<file path="src/rtl/alu_issue_pkg.sv">
// Shared definitions for the ALU issue stage: MIPS opcode/funct codes,
// one-hot ALU control bit positions and the decoded payload record.
package alu_issue_pkg;

    localparam int DATA_W = 32;

    localparam logic [5:0] OP_SPECIAL = 6'h00;
    localparam logic [5:0] OP_ADDI    = 6'h08;
    localparam logic [5:0] OP_ADDIU   = 6'h09;
    localparam logic [5:0] OP_SLTI    = 6'h0A;
    localparam logic [5:0] OP_SLTIU   = 6'h0B;
    localparam logic [5:0] OP_ANDI    = 6'h0C;
    localparam logic [5:0] OP_ORI     = 6'h0D;
    localparam logic [5:0] OP_XORI    = 6'h0E;
    localparam logic [5:0] OP_LUI     = 6'h0F;

    localparam logic [5:0] FN_SLL  = 6'h00;
    localparam logic [5:0] FN_SRL  = 6'h02;
    localparam logic [5:0] FN_SRA  = 6'h03;
    localparam logic [5:0] FN_SLLV = 6'h04;
    localparam logic [5:0] FN_SRLV = 6'h06;
    localparam logic [5:0] FN_SRAV = 6'h07;
    localparam logic [5:0] FN_ADD  = 6'h20;
    localparam logic [5:0] FN_ADDU = 6'h21;
    localparam logic [5:0] FN_SUB  = 6'h22;
    localparam logic [5:0] FN_SUBU = 6'h23;
    localparam logic [5:0] FN_AND  = 6'h24;
    localparam logic [5:0] FN_OR   = 6'h25;
    localparam logic [5:0] FN_XOR  = 6'h26;
    localparam logic [5:0] FN_NOR  = 6'h27;
    localparam logic [5:0] FN_SLT  = 6'h2A;
    localparam logic [5:0] FN_SLTU = 6'h2B;

    localparam int ALU_CTRL_ADD  = 11;
    localparam int ALU_CTRL_SUB  = 10;
    localparam int ALU_CTRL_SLT  = 9;
    localparam int ALU_CTRL_SLTU = 8;
    localparam int ALU_CTRL_AND  = 7;
    localparam int ALU_CTRL_NOR  = 6;
    localparam int ALU_CTRL_OR   = 5;
    localparam int ALU_CTRL_XOR  = 4;
    localparam int ALU_CTRL_SLL  = 3;
    localparam int ALU_CTRL_SRL  = 2;
    localparam int ALU_CTRL_SRA  = 1;
    localparam int ALU_CTRL_LUI  = 0;

    typedef struct packed {
        logic [11:0]       alu_control;
        logic [DATA_W-1:0] src1;
        logic [DATA_W-1:0] src2;
        logic [4:0]        dest;
        logic              ov_en;
        logic              ri;
    } alu_payload_t;

endpackage

</file>
<file path="src/rtl/alu_issue_dec.sv">
// Combinational decoder: instruction word plus register operands to the
// ALU payload (one-hot control, operands, destination, trap enable).
module alu_issue_dec
    import alu_issue_pkg::*;
(
    input  logic [31:0]  inst,
    input  logic [31:0]  rs_val,
    input  logic [31:0]  rt_val,
    output alu_payload_t payload
);

    logic [5:0]   op_s;
    logic [5:0]   funct_s;
    logic [31:0]  sext_s;
    logic [31:0]  zext_s;
    logic         unused_rs_s;
    alu_payload_t dec_s;

    assign op_s        = inst[31:26];
    assign funct_s     = inst[5:0];
    assign sext_s      = {{16{inst[15]}}, inst[15:0]};
    assign zext_s      = {16'h0000, inst[15:0]};
    // The rs field is already resolved into rs_val upstream.
    assign unused_rs_s = ^inst[25:21];

    // Opcode/funct decode; unsupported encodings fall back to raw operands with ri set.
    always_comb begin
        dec_s       = '0;
        dec_s.src1  = rs_val;
        dec_s.src2  = rt_val;
        case (op_s)
            OP_SPECIAL: begin
                dec_s.dest = inst[15:11];
                case (funct_s)
                    FN_ADD:  begin dec_s.alu_control[ALU_CTRL_ADD] = 1'b1; dec_s.ov_en = 1'b1; end
                    FN_ADDU: dec_s.alu_control[ALU_CTRL_ADD] = 1'b1;
                    FN_SUB:  begin dec_s.alu_control[ALU_CTRL_SUB] = 1'b1; dec_s.ov_en = 1'b1; end
                    FN_SUBU: dec_s.alu_control[ALU_CTRL_SUB]  = 1'b1;
                    FN_SLT:  dec_s.alu_control[ALU_CTRL_SLT]  = 1'b1;
                    FN_SLTU: dec_s.alu_control[ALU_CTRL_SLTU] = 1'b1;
                    FN_AND:  dec_s.alu_control[ALU_CTRL_AND]  = 1'b1;
                    FN_OR:   dec_s.alu_control[ALU_CTRL_OR]   = 1'b1;
                    FN_XOR:  dec_s.alu_control[ALU_CTRL_XOR]  = 1'b1;
                    FN_NOR:  dec_s.alu_control[ALU_CTRL_NOR]  = 1'b1;
                    FN_SLL:  begin dec_s.alu_control[ALU_CTRL_SLL] = 1'b1; dec_s.src1 = {27'd0, inst[10:6]}; end
                    FN_SRL:  begin dec_s.alu_control[ALU_CTRL_SRL] = 1'b1; dec_s.src1 = {27'd0, inst[10:6]}; end
                    FN_SRA:  begin dec_s.alu_control[ALU_CTRL_SRA] = 1'b1; dec_s.src1 = {27'd0, inst[10:6]}; end
                    FN_SLLV: dec_s.alu_control[ALU_CTRL_SLL]  = 1'b1;
                    FN_SRLV: dec_s.alu_control[ALU_CTRL_SRL]  = 1'b1;
                    FN_SRAV: dec_s.alu_control[ALU_CTRL_SRA]  = 1'b1;
                    default: begin dec_s.ri = 1'b1; dec_s.dest = 5'd0; end
                endcase
            end
            OP_ADDI:  begin
                dec_s.alu_control[ALU_CTRL_ADD] = 1'b1; dec_s.ov_en = 1'b1;
                dec_s.src2 = sext_s; dec_s.dest = inst[20:16];
            end
            OP_ADDIU: begin dec_s.alu_control[ALU_CTRL_ADD]  = 1'b1; dec_s.src2 = sext_s; dec_s.dest = inst[20:16]; end
            OP_SLTI:  begin dec_s.alu_control[ALU_CTRL_SLT]  = 1'b1; dec_s.src2 = sext_s; dec_s.dest = inst[20:16]; end
            OP_SLTIU: begin dec_s.alu_control[ALU_CTRL_SLTU] = 1'b1; dec_s.src2 = sext_s; dec_s.dest = inst[20:16]; end
            OP_ANDI:  begin dec_s.alu_control[ALU_CTRL_AND]  = 1'b1; dec_s.src2 = zext_s; dec_s.dest = inst[20:16]; end
            OP_ORI:   begin dec_s.alu_control[ALU_CTRL_OR]   = 1'b1; dec_s.src2 = zext_s; dec_s.dest = inst[20:16]; end
            OP_XORI:  begin dec_s.alu_control[ALU_CTRL_XOR]  = 1'b1; dec_s.src2 = zext_s; dec_s.dest = inst[20:16]; end
            OP_LUI:   begin
                dec_s.alu_control[ALU_CTRL_LUI] = 1'b1;
                dec_s.src1 = 32'h0000_0000; dec_s.src2 = zext_s; dec_s.dest = inst[20:16];
            end
            default:  dec_s.ri = 1'b1;
        endcase
    end

    assign payload = dec_s;

endmodule

</file>
<file path="src/rtl/alu_issue_stage.sv">
// ID->EXE issue stage: decodes ALU instructions and registers them behind a
// valid/ready handshake. Define ALU_ISSUE_SKID_EN for a 2-entry skid buffer.
module alu_issue_stage
    import alu_issue_pkg::*;
#(
    parameter int DATA_W = 32
) (
    input  logic              clk,
    input  logic              reset,
    input  logic              flush,
    input  logic              in_valid,
    output logic              in_ready,
    input  logic [31:0]       in_inst,
    input  logic [DATA_W-1:0] in_rs_val,
    input  logic [DATA_W-1:0] in_rt_val,
    output logic              out_valid,
    input  logic              out_ready,
    output logic [11:0]       out_alu_control,
    output logic [DATA_W-1:0] out_alu_src1,
    output logic [DATA_W-1:0] out_alu_src2,
    output logic [4:0]        out_dest,
    output logic              out_ov_en,
    output logic              out_ri
);

    alu_payload_t dec_s;
    alu_payload_t main_r;
    logic         main_valid_r;
    logic         in_fire_s;
    logic         out_fire_s;

    alu_issue_dec u_dec (
        .inst    (in_inst),
        .rs_val  (in_rs_val),
        .rt_val  (in_rt_val),
        .payload (dec_s)
    );

    assign out_fire_s = main_valid_r & out_ready;
    assign in_fire_s  = in_valid & in_ready;

`ifdef ALU_ISSUE_SKID_EN
    alu_payload_t skid_r;
    logic         skid_valid_r;

    assign in_ready = ~skid_valid_r;

    // Main/skid registers: skid parks one entry while EXE stalls, refills main on departure.
    always_ff @(posedge clk) begin
        if (reset) begin
            main_valid_r <= 1'b0;
            skid_valid_r <= 1'b0;
            main_r       <= '0;
            skid_r       <= '0;
        end else if (flush) begin
            main_valid_r <= 1'b0;
            skid_valid_r <= 1'b0;
        end else if (~main_valid_r | out_fire_s) begin
            if (skid_valid_r) begin
                main_r       <= skid_r;
                main_valid_r <= 1'b1;
                skid_valid_r <= 1'b0;
            end else if (in_fire_s) begin
                main_r       <= dec_s;
                main_valid_r <= 1'b1;
            end else begin
                main_valid_r <= 1'b0;
            end
        end else if (in_fire_s) begin
            skid_r       <= dec_s;
            skid_valid_r <= 1'b1;
        end
    end
`else
    // Combinational from out_ready so a departing entry can be replaced in the same cycle.
    assign in_ready = ~main_valid_r | out_ready;

    // Single payload register with replace-on-departure.
    always_ff @(posedge clk) begin
        if (reset) begin
            main_valid_r <= 1'b0;
            main_r       <= '0;
        end else if (flush) begin
            main_valid_r <= 1'b0;
        end else if (in_fire_s) begin
            main_valid_r <= 1'b1;
            main_r       <= dec_s;
        end else if (out_fire_s) begin
            main_valid_r <= 1'b0;
        end
    end
`endif

    assign out_valid       = main_valid_r;
    assign out_alu_control = main_r.alu_control;
    assign out_alu_src1    = main_r.src1;
    assign out_alu_src2    = main_r.src2;
    assign out_dest        = main_r.dest;
    assign out_ov_en       = main_r.ov_en;
    assign out_ri          = main_r.ri;

endmodule
</file>
<file path="config.mk">
export PLATFORM = sky130hd
export DESIGN_NAME = alu_issue_stage
export DESIGN_NICKNAME = d
export VERILOG_FILES = /design/src/rtl/alu_issue_pkg.sv /design/src/rtl/alu_issue_dec.sv /design/src/rtl/alu_issue_stage.sv
export SDC_FILE = /design/constraint.sdc
export NUM_CORES = 1
export LEC_CHECK = 0
export ABC_CLOCK_PERIOD_IN_PS = 3300
export CAP_MARGIN = 15
export CELL_PAD_IN_SITES_DETAIL_PLACEMENT = 1
export CELL_PAD_IN_SITES_GLOBAL_PLACEMENT = 1
export CORE_MARGIN = 2
export CORE_UTILIZATION = 29
export DETAILED_ROUTE_END_ITERATION = 8
export PLACE_DENSITY_LB_ADDON = 0.25
export SLEW_MARGIN = 20
export SYNTH_ARGS = -nofsm -noshare
export SYNTH_HDL_FRONTEND = slang
export SYNTH_SLANG_ARGS = --single-unit
export TNS_END_PERCENT = 5
</file>
<file path="constraint.sdc">
create_clock -name clk -period 3.3 [get_ports clk]
set_input_delay 0.825 -clock clk [delete_from_list [all_inputs] [get_ports clk]]
set_output_delay 0.825 -clock clk [all_outputs]
set_load 0.03 [all_outputs]
</file>
==> out/metrics.cfg, run 1 <==
[outcome]
status = finished clean

[floorplanning]
die_w_um = 110.3
die_h_um = 110.3
core-area_um2 = 10940
rows = 38
ios = 186
dieArea_um2 = 12170
start_util = 0.2997

[global_route]
grt_remaining_overflow = 0
antenna_found_initial = 0
grt_pass1_vias = 3603
grt_use_total = 0.2050
grt_max_degree = 48
grt_pass1_wl_um = 18870

[cts]
ctsRootBufferMaster = clkbuf_16
cts_tree = yes
htree_levels = 3
cts_buffers = 9
cts_setup_buffers = 0
cts_max_path_buffers = 2
ctsHoldBuffers = 0
cts_num_sinks = 84
cts_resized = 0
insertion_delay_ps = 340
path_clk_slew_ps = 60

[synth]
synth_cells = 359
ys_seq_elements = 84
ys_seq_area_frac = 0.5132
synth-async-reset-ratio = 0
ys.flop_type = dfxtp_1
yosys-top-cells-area = dfxtp_1, a22o_1, nand2_1, a211oi_1, nor2_1
post-synth-top-area-cell = dfxtp_1
synth_top_cell_area_share = 0.5132
synth_cell_types = 36
synth_edf_count = 0
syn_area_um2 = 3277
synth_commonest_cells = dfxtp_1, nand2_1, nor2_1
ys_warn_count = 0
synth_area_per_cell_um2 = 9.128
syn_nets = 460
synth_most_common_cell = dfxtp_1

[final_layout]
antenna_cells = 0
multi_input_area_um2 = 1491
seq_area_um2 = 1682
final_nets = 640
area_growth_pct = 71.21
final_core_util = 0.5130
drive_gt1_frac = 0.07353
n_fill_cell = 1248

[pwr]
clockPowerShare = 0.397
switching_share = 0.2746
netSwitchingPower_w = 0.0007301
p_comb_frac = 0.192
peakVddDrop_v = 0.0003218
p_int_w = 0.001928
p_seq_frac = 0.411
p_leak_nw = 2.082
power_density_nw_per_um2 = 473.8

[placement]
io_buffers = 180
dp_hpwl_um = 8947
place_congestion = 0.7853

[route]
postRouteAntennaNets = 0
drtIter0Drc = 142
remaining_drc_errors = 0
vias_per_cell = 5.094
routedWlPerCell_um = 18.07
wirelength_um = 12360
vias = 3484
drt_pass1_iterations = 4

[timing]
rsz0062_at_grt = false
fin_crit_ps = 2889
skew_ps = 9.421
period_share = 0.8755
slew_headroom = 0.6420
hold_violations = 0
slew_violations = 0
max_freq_mhz = 346.1
finalSetupViolCount = 0
setup_tns_ps = 0
tightest_slew_ps = 537.0

[worst_setup_path]
arrival_ps = 2060
crit_required_ps = 2470
cp-end-kind = output port
start_kind = input pin
crit_type = in -> out
path_max_fanout = 2

[worst_hold_path]
hold_class = reg -> reg

[run]
maxCapViolCount = 0

[state kept, by name, indices dropped and copies added, names as in the netlist]
signal / cells
out_alu_control: 12
out_alu_src1: 32
out_alu_src2: 32
out_dest: 5
out_ov_en: 1
out_ri: 1
out_valid: 1
[layout make-up]
type | count | area share
tap | 140 | 0.03122
timing repair buffer | 197 | 0.3452
multi-input combinational | 243 | 0.2658
inverter | 4 | 0.002676
clock buffer | 10 | 0.04260
sequential | 84 | 0.2997
clock inverter | 6 | 0.01271
[placed cells by master, fill, tap and decap left out, types with 2 or more instances in the layout]
cell	netlist	routed
nor3_1	7	7
clkdlybuf4s50_1	0	179
a32o_1	3	3
inv_1	4	4
nor4b_1	2	2
mux2i_1	2	2
a221o_1	7	7
nand2b_1	4	4
a21boi_0	2	2
dfxtp_1	84	84
nand2_1	58	58
nor4_1	2	2
a311oi_1	16	16
inv_6	0	2
nor2b_1	4	4
nor2_1	42	42
clkinvlp_4	0	2
buf_4	0	16
and3_1	2	2
clkbuf_16	0	9
o211ai_1	5	5
or4_1	4	4
o2bb2ai_1	2	2
a211oi_1	22	21
and2_1	6	5
a22o_1	29	29
a21oi_1	13	12
[path summary, 6_finish.rpt]
| check | startpoint | end | slack, ps | cells past startpoint |
|---|---|---|---|---|
| setup / recovery | out_ready | in_ready | 410 | 3 |
| hold / removal | out_alu_control[7]$_SDFFE_PP0P_ | out_alu_control[7]$_SDFFE_PP0P_ | 470 | 2 |
| setup reg to reg | out_valid$_SDFFE_PP0P_ | out_alu_src1[3]$_SDFFE_PP0P_ | 1600 | 6 |
| hold reg to reg | out_alu_control[7]$_SDFFE_PP0P_ | out_alu_control[7]$_SDFFE_PP0P_ | 470 | 2 |
[power by group through the flow]
stage	clock network (W)	logic, W	registers (W)
3_5_place_dp	0	0.000511	0.00112
2_1_floorplan	0	0.000127	0.00122
3_3_place_gp	0	0.000502	0.00111
4_1_cts	0.00108	0.000515	0.00109
5_1_grt	0.00112	0.000545	0.00110
6_report	0.00106	0.000509	0.00109
[kinds of logic (layout without fill, tap and decap cells)]
kind of cell           after synthesis  after routing  synth area share
and+or+nand+nor                    139            139            0.1940
AOI/OAI and AO/OA                  102            102            0.2497
DFF                                 84             84            0.5132
buffers and inverters               32            217           0.03704
muxes                                2              2          0.006109
[routing by layer]
| metal | global-route usage | share of wire | vias to the layer above |
|---|---|---|---|
| li1 | - | - | 1675 |
| met1 | 0.2240 | 0.40 | 1679 |
| met2 | 0.3655 | 0.50 | 116 |
| met3 | 0.07995 | 0.090 | 14 |
| met4 | 0.06250 | 0.013 | 0 |
| met5 | 0 | 0 | - |
[metrics by stage]
step	cell area [um2]	setup slack [ps]	total power, W	hold WS, ps	cells
finish	5610	411.0	0.002658	466.6	684
global route	5610	351.1	0.002770	485.5	684
CTS	5610	403.8	0.002691	468.5	684
detailed placement	5300	234.4	0.001627	453.2	668
global placement	5300	256.3	0.001615	443.7	668
floorplan	3277	907.6	0.001345	579.8	359
[worst max-delay path, stage by stage]
cell and delay, ps:
clkdlybuf4s50_1 450, nand2b_1 120, clkdlybuf4s50_1 670
Power figures use the tool's default switching activity.
==> inputs of run 2 (changes only) <==
Settings changed: SETUP_SLACK_MARGIN set to 0.2.
==> results of run 2 <==
No change in the layout: final DEF, timing and power equal those of run 1.
==> inputs of run 3 (changes only) <==
Settings changed: ABC_CLOCK_PERIOD_IN_PS 3300 to not set.
==> results of run 3 <==
No change in the layout: final DEF, timing and power equal those of run 1.
